===== src/rtl/muldiv_unit_pkg.sv =====
// Shared types and opcode predicates for the multi-cycle multiply/divide unit.
package muldiv_unit_pkg;

  typedef enum logic [2:0] {
    MD_MULU  = 3'd0,
    MD_MUL   = 3'd1,
    MD_DIVU  = 3'd2,
    MD_DIV   = 3'd3,
    MD_MADDU = 3'd4,
    MD_MADD  = 3'd5,
    MD_MSUBU = 3'd6,
    MD_MSUB  = 3'd7
  } md_op_t;

  typedef enum logic [1:0] {
    ST_IDLE = 2'd0,
    ST_MUL  = 2'd1,
    ST_DIV  = 2'd2,
    ST_DONE = 2'd3
  } md_state_t;

  function automatic logic is_signed(input md_op_t op);
    return (op inside {MD_MUL, MD_DIV, MD_MADD, MD_MSUB});
  endfunction

  function automatic logic is_div(input md_op_t op);
    return (op inside {MD_DIVU, MD_DIV});
  endfunction

  function automatic logic is_acc(input md_op_t op);
    return (op inside {MD_MADDU, MD_MADD, MD_MSUBU, MD_MSUB});
  endfunction

  function automatic logic is_sub(input md_op_t op);
    return (op inside {MD_MSUBU, MD_MSUB});
  endfunction

endpackage


===== src/rtl/muldiv_div_step.sv =====
// One radix-2 restoring divide iteration on unsigned magnitudes.
module muldiv_div_step
  import muldiv_unit_pkg::*;
#(
  parameter int WIDTH = 32
) (
  input  logic [WIDTH-1:0] rem_i,
  input  logic [WIDTH-1:0] quot_i,
  input  logic [WIDTH-1:0] dvs_i,
  output logic [WIDTH-1:0] rem_o,
  output logic [WIDTH-1:0] quot_o
);

  logic [WIDTH:0] trial_s;
  logic [WIDTH:0] diff_s;
  logic           ge_s;

  assign trial_s = {rem_i, quot_i[WIDTH-1]};
  assign diff_s  = trial_s - {1'b0, dvs_i};
  assign ge_s    = (trial_s >= {1'b0, dvs_i});

  // Subtract-and-set when the shifted partial remainder covers the divisor.
  always_comb begin
    rem_o  = trial_s[WIDTH-1:0];
    quot_o = {quot_i[WIDTH-2:0], 1'b0};
    if (ge_s) begin
      rem_o  = diff_s[WIDTH-1:0];
      quot_o = {quot_i[WIDTH-2:0], 1'b1};
    end else begin
      rem_o  = trial_s[WIDTH-1:0];
      quot_o = {quot_i[WIDTH-2:0], 1'b0};
    end
  end

endmodule


===== src/rtl/muldiv_unit.sv =====
// Multi-cycle signed/unsigned multiply, multiply-accumulate and divide unit with
// valid/ready handshakes, flush and result backpressure.
module muldiv_unit
  import muldiv_unit_pkg::*;
#(
  parameter int WIDTH   = 32,
  parameter int MUL_LAT = 3
) (
  input  logic             clk,
  input  logic             resetn,
  input  logic             flush,
  input  logic             in_valid,
  output logic             in_ready,
  input  md_op_t           in_op,
  input  logic [WIDTH-1:0] in_a,
  input  logic [WIDTH-1:0] in_b,
  input  logic [WIDTH-1:0] in_hi,
  input  logic [WIDTH-1:0] in_lo,
  output logic             out_valid,
  input  logic             out_ready,
  output logic [WIDTH-1:0] out_hi,
  output logic [WIDTH-1:0] out_lo,
  output logic             busy
);

  localparam int CW = $clog2(((WIDTH > MUL_LAT) ? WIDTH : MUL_LAT) + 1);

  md_state_t          state_q;
  logic [CW-1:0]      cnt_q;
  logic [2*WIDTH-1:0] mres_q;
  logic [WIDTH-1:0]   rem_q, quot_q, dvs_q, dvd_q;
  logic               qneg_q, rneg_q, dz_q;
  logic [WIDTH-1:0]   out_hi_q, out_lo_q;

  logic               sgn_s, a_neg_s, b_neg_s;
  logic [WIDTH-1:0]   mag_a_s, mag_b_s;
  logic [2*WIDTH-1:0] pmag_s, prod_s, acc_s, mres_s;
  logic [WIDTH-1:0]   rem_s, quot_s, q_fix_s, r_fix_s;

  assign sgn_s   = is_signed(in_op);
  assign a_neg_s = sgn_s & in_a[WIDTH-1];
  assign b_neg_s = sgn_s & in_b[WIDTH-1];
  assign mag_a_s = a_neg_s ? -in_a : in_a;
  assign mag_b_s = b_neg_s ? -in_b : in_b;

  // The product is formed once from the request operands and then aged in mres_q.
  assign pmag_s  = {{WIDTH{1'b0}}, mag_a_s} * {{WIDTH{1'b0}}, mag_b_s};
  assign prod_s  = (a_neg_s ^ b_neg_s) ? -pmag_s : pmag_s;
  assign acc_s   = {in_hi, in_lo};
  assign mres_s  = !is_acc(in_op) ? prod_s :
                   (is_sub(in_op) ? (acc_s - prod_s) : (acc_s + prod_s));

  muldiv_div_step #(.WIDTH(WIDTH)) u_div_step (
    .rem_i  (rem_q),
    .quot_i (quot_q),
    .dvs_i  (dvs_q),
    .rem_o  (rem_s),
    .quot_o (quot_s)
  );

  assign q_fix_s = dz_q ? {WIDTH{1'b1}} : (qneg_q ? -quot_s : quot_s);
  assign r_fix_s = dz_q ? dvd_q : (rneg_q ? -rem_s : rem_s);

  // Control FSM, iteration counter and output result registers.
  always_ff @(posedge clk or negedge resetn) begin
    if (!resetn) begin
      state_q  <= ST_IDLE;
      cnt_q    <= {CW{1'b0}};
      mres_q   <= {(2*WIDTH){1'b0}};
      rem_q    <= {WIDTH{1'b0}};
      quot_q   <= {WIDTH{1'b0}};
      dvs_q    <= {WIDTH{1'b0}};
      dvd_q    <= {WIDTH{1'b0}};
      qneg_q   <= 1'b0;
      rneg_q   <= 1'b0;
      dz_q     <= 1'b0;
      out_hi_q <= {WIDTH{1'b0}};
      out_lo_q <= {WIDTH{1'b0}};
    end else if (flush) begin
      state_q <= ST_IDLE;
    end else begin
      case (state_q)
        ST_IDLE: begin
          if (in_valid && is_div(in_op)) begin
            state_q <= ST_DIV;
            cnt_q   <= CW'(WIDTH);
            rem_q   <= {WIDTH{1'b0}};
            quot_q  <= mag_a_s;
            dvs_q   <= mag_b_s;
            dvd_q   <= in_a;
            qneg_q  <= a_neg_s ^ b_neg_s;
            rneg_q  <= a_neg_s;
            dz_q    <= (in_b == {WIDTH{1'b0}});
          end else if (in_valid) begin
            if (MUL_LAT == 1) begin
              out_hi_q <= mres_s[2*WIDTH-1:WIDTH];
              out_lo_q <= mres_s[WIDTH-1:0];
              state_q  <= ST_DONE;
            end else begin
              mres_q  <= mres_s;
              cnt_q   <= CW'(MUL_LAT - 1);
              state_q <= ST_MUL;
            end
          end else begin
            state_q <= ST_IDLE;
          end
        end
        ST_MUL: begin
          if (cnt_q == CW'(1)) begin
            out_hi_q <= mres_q[2*WIDTH-1:WIDTH];
            out_lo_q <= mres_q[WIDTH-1:0];
            state_q  <= ST_DONE;
          end else begin
            cnt_q <= cnt_q - CW'(1);
          end
        end
        ST_DIV: begin
          rem_q  <= rem_s;
          quot_q <= quot_s;
          cnt_q  <= cnt_q - CW'(1);
          if (cnt_q == CW'(1)) begin
            out_hi_q <= r_fix_s;
            out_lo_q <= q_fix_s;
            state_q  <= ST_DONE;
          end else begin
            state_q <= ST_DIV;
          end
        end
        ST_DONE: begin
          if (out_ready) begin
            state_q <= ST_IDLE;
          end else begin
            state_q <= ST_DONE;
          end
        end
        default: state_q <= ST_IDLE;
      endcase
    end
  end

  assign in_ready  = resetn & (state_q == ST_IDLE);
  assign busy      = (state_q == ST_MUL) | (state_q == ST_DIV);
  assign out_valid = (state_q == ST_DONE);
  assign out_hi    = out_hi_q;
  assign out_lo    = out_lo_q;

endmodule


===== config.mk =====
export PLATFORM = sky130hd
export DESIGN_NAME = muldiv_unit
export DESIGN_NICKNAME = d
export VERILOG_FILES = /design/src/rtl/muldiv_unit_pkg.sv /design/src/rtl/muldiv_div_step.sv /design/src/rtl/muldiv_unit.sv
export SDC_FILE = /design/constraint.sdc
export NUM_CORES = 2
export LEC_CHECK = 0
export BUFFER_PORTS_ARGS = -buffer_cell sky130_fd_sc_hd__buf_2
export CORE_MARGIN = 2
export CORE_UTILIZATION = 40
export CTS_BUF_LIST = sky130_fd_sc_hd__clkbuf_8
export DETAILED_ROUTE_END_ITERATION = 12
export PLACE_DENSITY_LB_ADDON = 0.05
export SYNTH_ARGS = -nofsm -noshare
export SYNTH_HDL_FRONTEND = slang
export SYNTH_HIERARCHICAL = 1
export SYNTH_SLANG_ARGS = --single-unit

===== constraint.sdc =====
create_clock -name clk -period 11.9 [get_ports clk]
set_input_delay 1.19 -clock clk [delete_from_list [all_inputs] [get_ports clk]]
set_output_delay 1.19 -clock clk [all_outputs]
set_load 0.01 [all_outputs]

; After elaboration in Yosys (flattened, before gate mapping)
; Index checks and enable logic that the tools add are counted.
[word_totals]
ff_bits = 267
in_bits = 136
out_inout_bits = 67
word_cells = 94
[op_classes]
add_sub_neg = 9
multipliers = 1
magnitude_cmp = 1
eq_ne = 17
muxes = 32
n_bitwise = 7
reduce_logical = 15
[op_table]
columns = op, count
row1 = 32-bit 2-to-1 mux, 13
row2 = 32-bit case mux with 2 select lines, 4
row3 = 64-bit 2-to-1 mux, 3
row4 = 32-bit negation, 4
row5 = 64-bit adder, 1
row6 = 32-bit by 32-bit multiplier with 64-bit output, 1
row7 = 64-bit negation, 1
row8 = 64-bit subtractor, 1
row9 = 33-bit by 32-bit greater-or-equal comparator with 1-bit output, 1
row10 = 32-bit zero test, 1
row11 = 32-bit subtractor, 1
row12 = 6-bit 2-to-1 mux, 3
row13 = 6-bit case mux with 3 select lines, 1
row14 = 3-bit == test (second input constant), 4
row15 = 4-bit AND reduction, 3
row16 = 2-bit 2-to-1 mux, 4
row17 = 2-bit != test (second input constant), 4
row18 = 2-bit case mux with 4 select lines, 1
row19 = 2-bit nonzero test, 4
row20 = 4-bit nonzero test, 2
row21 = 3-bit by 2-bit == test with 1-bit output (second input constant), 2
row22 = 6-bit by 1-bit == test with 1-bit output (second input constant), 1
row23 = 3-bit != test (second input constant), 2
row24 = 3-bit AND reduction, 2
row25 = other kinds (12), 18

; Logic depth before layout (Yosys ltp)
[depth]
depth_word = 10
mapped_depth = 57
mapped_depth_nobuf = 53

; Hierarchy
; Netlist, hierarchy kept.
[by_module_without_submodules]
columns = mod, n_inst, cells_each, area_each_um2, seq_area_each_um2
row1 = muldiv_unit, 1, 6593, 54476.0, 6681.4
row2 = muldiv_div_step, 1, 355, 2571.2, 0.0

; Worst setup path before layout
; Ideal clock, no wire load.
[synth_path]
path_type = in2reg
from = input port in_a[3]
to = register mres_q[63]
setup_time_ns = 0.129
arrival_ns = 14.769
t_required_ns = 11.771
setup_slack_ns = -2.997
stages = 50
path_buffers = 3
path_cell_list = clkbuf_1 > nor3_1 > nand2b_1 > nor4_1 > nor3b_1 > nor3b_1 > and2_1 > a21oi_1 > xor2_1 > clkbuf_1 > nand2_1 > fa_1 > inv_1 > fa_1 > inv_1 > fa_1 > fa_1 > inv_1 > [... 14 more ...] > xor2_1 > nand4_1 > or3_1 > o31ai_1 > xnor2_1 > ha_1 > a21o_1 > a21o_1 > a21o_1 > a21o_1 > o21ai_0 > a21oi_1 > o2111ai_1 > a211oi_1 > nor4_1 > nand3_2 > xnor2_1 > o21ai_1
[synth_via]
elab_chain_len = 8
word_cells_on_any_way = 9
classes_between = 4 x add/sub / 1 x mul / 4 x mux
[synth_rtl]
columns = element, line
row1 = start: declaration, muldiv_unit.sv:15  ; input logic [WIDTH-1:0] in_a,
row2 = 32-bit negation, muldiv_unit.sv:43  ; assign mag_a_s = a_neg_s ? -in_a : in_a;
row3 = 32-bit 2-to-1 mux *, muldiv_unit.sv:43
row4 = 32-bit by 32-bit multiplier with 64-bit output *, muldiv_unit.sv:47  ; assign pmag_s = {{WIDTH{1'b0}}, mag_a_s} * {{WIDTH{1'b0}}, mag_b_s};
row5 = 64-bit negation, muldiv_unit.sv:48  ; assign prod_s = (a_neg_s ^ b_neg_s) ? -pmag_s : pmag_s;
row6 = 64-bit 2-to-1 mux *, muldiv_unit.sv:48
row7 = 64-bit adder or 64-bit subtractor (tied branches), muldiv_unit.sv:51  ; (is_sub(in_op) ? (acc_s - prod_s) : (acc_s + prod_s));
row8 = 64-bit 2-to-1 mux, muldiv_unit.sv:51
row9 = 64-bit 2-to-1 mux *, muldiv_unit.sv:50  ; assign mres_s = !is_acc(in_op) ? prod_s :
row10 = end signal: assignment, muldiv_unit.sv:69  ; mres_q <= {(2*WIDTH){1'b0}};
row11 = end signal: assignment, muldiv_unit.sv:100  ; mres_q <= mres_s;
row12 = end: declaration, muldiv_unit.sv:30  ; logic [2*WIDTH-1:0] mres_q;
; Mark *: on every way between the ends. The rest lies on a longest branch, timed or not.
; A chain may end at the register's enable or synchronous reset.

; Final worst setup path
[layout_path]
from = input port in_a[5]
to = register mres_q[63]
; Same word-level chain as after synthesis.

==> impl_results.md <==
* Post-synth top area share at a little under a third
* Antenna violations before repair at 14
* Drt wl/cell at 22.9 µm
* Largest net degree at the start of global routing at between 100 and 150
* Worst EP required at between 10,000 and 15,000 ps
* Post-synthesis compound-gate area fraction at between 10 and 15%
* Die Footprint at about 150,000 µm²
* Crit path top cell by count: fa_1
* Min cycle time layout at 13,200 ps
* Final WS setup at -1300 ps
* Clock skew at around 82 ps
* Post-route ant nets at 0
* Number of remaining DRC errors at 0
* Crit path launch type: primary input
* Clock-pin slew on the worst setup and hold paths at approximately 60 ps
* Post-DP HPWL at between 200 and 250 mm
* # IOs at between 200 and 250
* Synth Register Bits at roughly 270
* Post-route cell area at 75,100 µm²
* Critical path arrival at roughly 14,000 ps
* Register area share after synthesis at roughly an eighth
* Crit path max fanout at 6
* Max-capacitance violation count at 0
* Gate Count Post-Synth at approximately 6.9k
* Gpl congestion at 0.980
* Vias at 54.3k
* Final setup viols at 32
* EDFF count, synth at 0
* Area contributors post-synth: fa_1 (32%), dfrtp_1 (12%), ha_1 (8.1%)
* Adder-cell area share of the yosys netlist at roughly two fifths
* Final Routed Wirelength at approximately 230 mm
* Total gr overflow at 0
* Vias per Instance at ~5.3
* Total CTS buffers at 52
* Gr usage total at about 32%
* Critical Path Max Stage Delay at between 500 and 600 ps
* # rows at 138
* CP Class: in2reg
* Layout Nets at 9,737
* Clock sink total at roughly 270
* Synth Net Count at 8,352
* Starting density of the core at 40.3%
* Clock root buffer master: clkbuf_8
* Pre-antenna DRT Iters at 6
* Synth Flop Type: dfrtp_1
* Layout cell share with drive strength beyond 1 at between 20 and 30%
* Area Growth Syn to Fin at 31.6%
* Largest family of logic cells by synthesized area: adder cells
* Largest area contributor in the netlist: fa_1
* Count leader, synth: nand2_1
* Pre-CTS setup slack at -2830 ps
* Synth Warn # at 6
* Area of placed instances at around 71,000 µm²
* RSZ-0062 raised after global routing: true
* Worst Hold Class: in2async
* Endpoint class of the critical path: flop
* Synth Area in XOR/XNOR at under 10%
* Run status: complete, but fails checks
* CTS Buffer Depth at 3
* Final hold violations at 0
* Top cells by count, synth: nand2_1 (1,032), inv_1 (957), fa_1 (898)
* Core area at roughly 140,000 µm²
* Simple-gate share of the synthesized area at about 18%
* Slew @ Worst Pin at 1210 ps
* Ys async rst share at 100%
* Fin crit share at 111%
* Fmax at between 70 and 80 MHz
* H-tree depth at 2
* First-pass GRT wire length at approximately 350 mm
* Vias in the first global route at around 56k
* Slew HR at between 15 and 20%
* Syn_area_per_cell at roughly 8.2 µm²
* CTS tree: done
* Die X at approximately 380 µm
* Final Max Slew Viols at 0
* Failing checks: setup timing
* Number of hold buffers added after CTS at 0
* Worst path slowest cell: fa_1
* Synth unique cells at around 110
* Die height at 382 µm
* Clk_lat worst skew at about 740 ps
* Mux cell area share after synthesis at ~1.6%
* Buffers on Ports at 202
* Initial detailed-routing violation count at about 3.7k
* Syn Std Cell Area at 57,000 µm²
final cells by class:
type	count	area, µm²
Tap cell	1890	2360
Antenna cell	4	10.0
Timing Repair Buffer	1729	13400
Inverter	958	3600
Sequential cell	267	6680
Multi-Input combinational cell	5325	47900
Clock inverter	30	263
Fill cell	13800	66500
Clock buffer	65	895
registers in the layout (all words and copies together) (netlist names), 6 cells and up:
| register | flops |
|---|---|
| cnt_q | 6 |
| dvd_q | 32 |
| dvs_q | 32 |
| mres_q | 64 |
| out_hi | 32 |
| out_lo | 32 |
| quot_q | 32 |
| rem_q | 32 |
stage by stage:
step	hold slack, ps	cells	TNS (ps)	utilization [%]
final	386	10300	-23350	53.0
after global routing	407	10300	-39310	53.0
after CTS	371	10200	-21020	52.7
after detailed placement	465	10000	-76590	50.0
after global placement	457	10000	-73210	50.0
after floorplan	445	6948	-25770	-
layer usage:
metal	share of wire [%]	global-route usage, %	wire [µm]
met1	43	43.4	101000
met2	48	53.5	112000
met3	5.7	4.29	13300
met4	3.9	10.9	9180
met5	0.0038	0	9
worst paths after layout:
check | slack, ps | to | cells after the start | start
max | -1300 | mres_q[63]$_DFFE_PN0P_ | 54 | in_a[5]
min | 390 | cnt_q[2]$_DFFE_PN0P_ | 1 | resetn
max reg2reg | 3980 | out_hi[28]$_DFFE_PN0P_ | 22 | rem_q[9]$_DFFE_PN0P_
min reg2reg | 470 | out_hi[28]$_DFFE_PN0P_ | 2 | out_hi[28]$_DFFE_PN0P_
max in group asynchronous | 9300 | dz_q$_DFFE_PN0P_ | 3 | resetn
min in group clk | 470 | out_hi[28]$_DFFE_PN0P_ | 2 | out_hi[28]$_DFFE_PN0P_
cells in the final DEF (no fill, tap or decap), types with 44 or more instances in the layout:
master	n
fa_1	864
inv_1	961
a21o_1	108
xor2_1	119
nand2_1	1014
a21oi_2	49
buf_2	196
nand4_1	44
buf_12	48
clkbuf_8	65
buf_6	54
o21ai_0	313
xnor2_1	193
nor3_1	65
mux2i_1	48
xnor2_2	58
ha_1	342
a21oi_1	248
o21ai_1	47
buf_4	1425
dfrtp_1	266
nand3_1	66
nor2_1	759
cells by family after synthesis:
family / count (synthesis)
simple gates: 2344
buf+inv: 1356
fa+ha+maj: 1268
compound gates: 1224
xor+xnor: 404
flops: 267
mux: 85
worst max-delay path, delay by kind of cell:
family,cells,cell delay [ps]
compound gates,17,3270
xor+xnor,3,460
fa+ha+maj,10,4750
buf+inv,11,1310
simple gates,13,2780
repair_timing:
item | CTS | global route
buffers inserted | 114 | 18
resized for setup | 367 | 82
pin swaps | 209 | 64
gates cloned | 2 | 0
setup endpoints to repair | 37 | 38
Power is left out: the tool's default activity adds up to more than one toggle a clock period on the data nets, which glitch-free logic cannot reach.
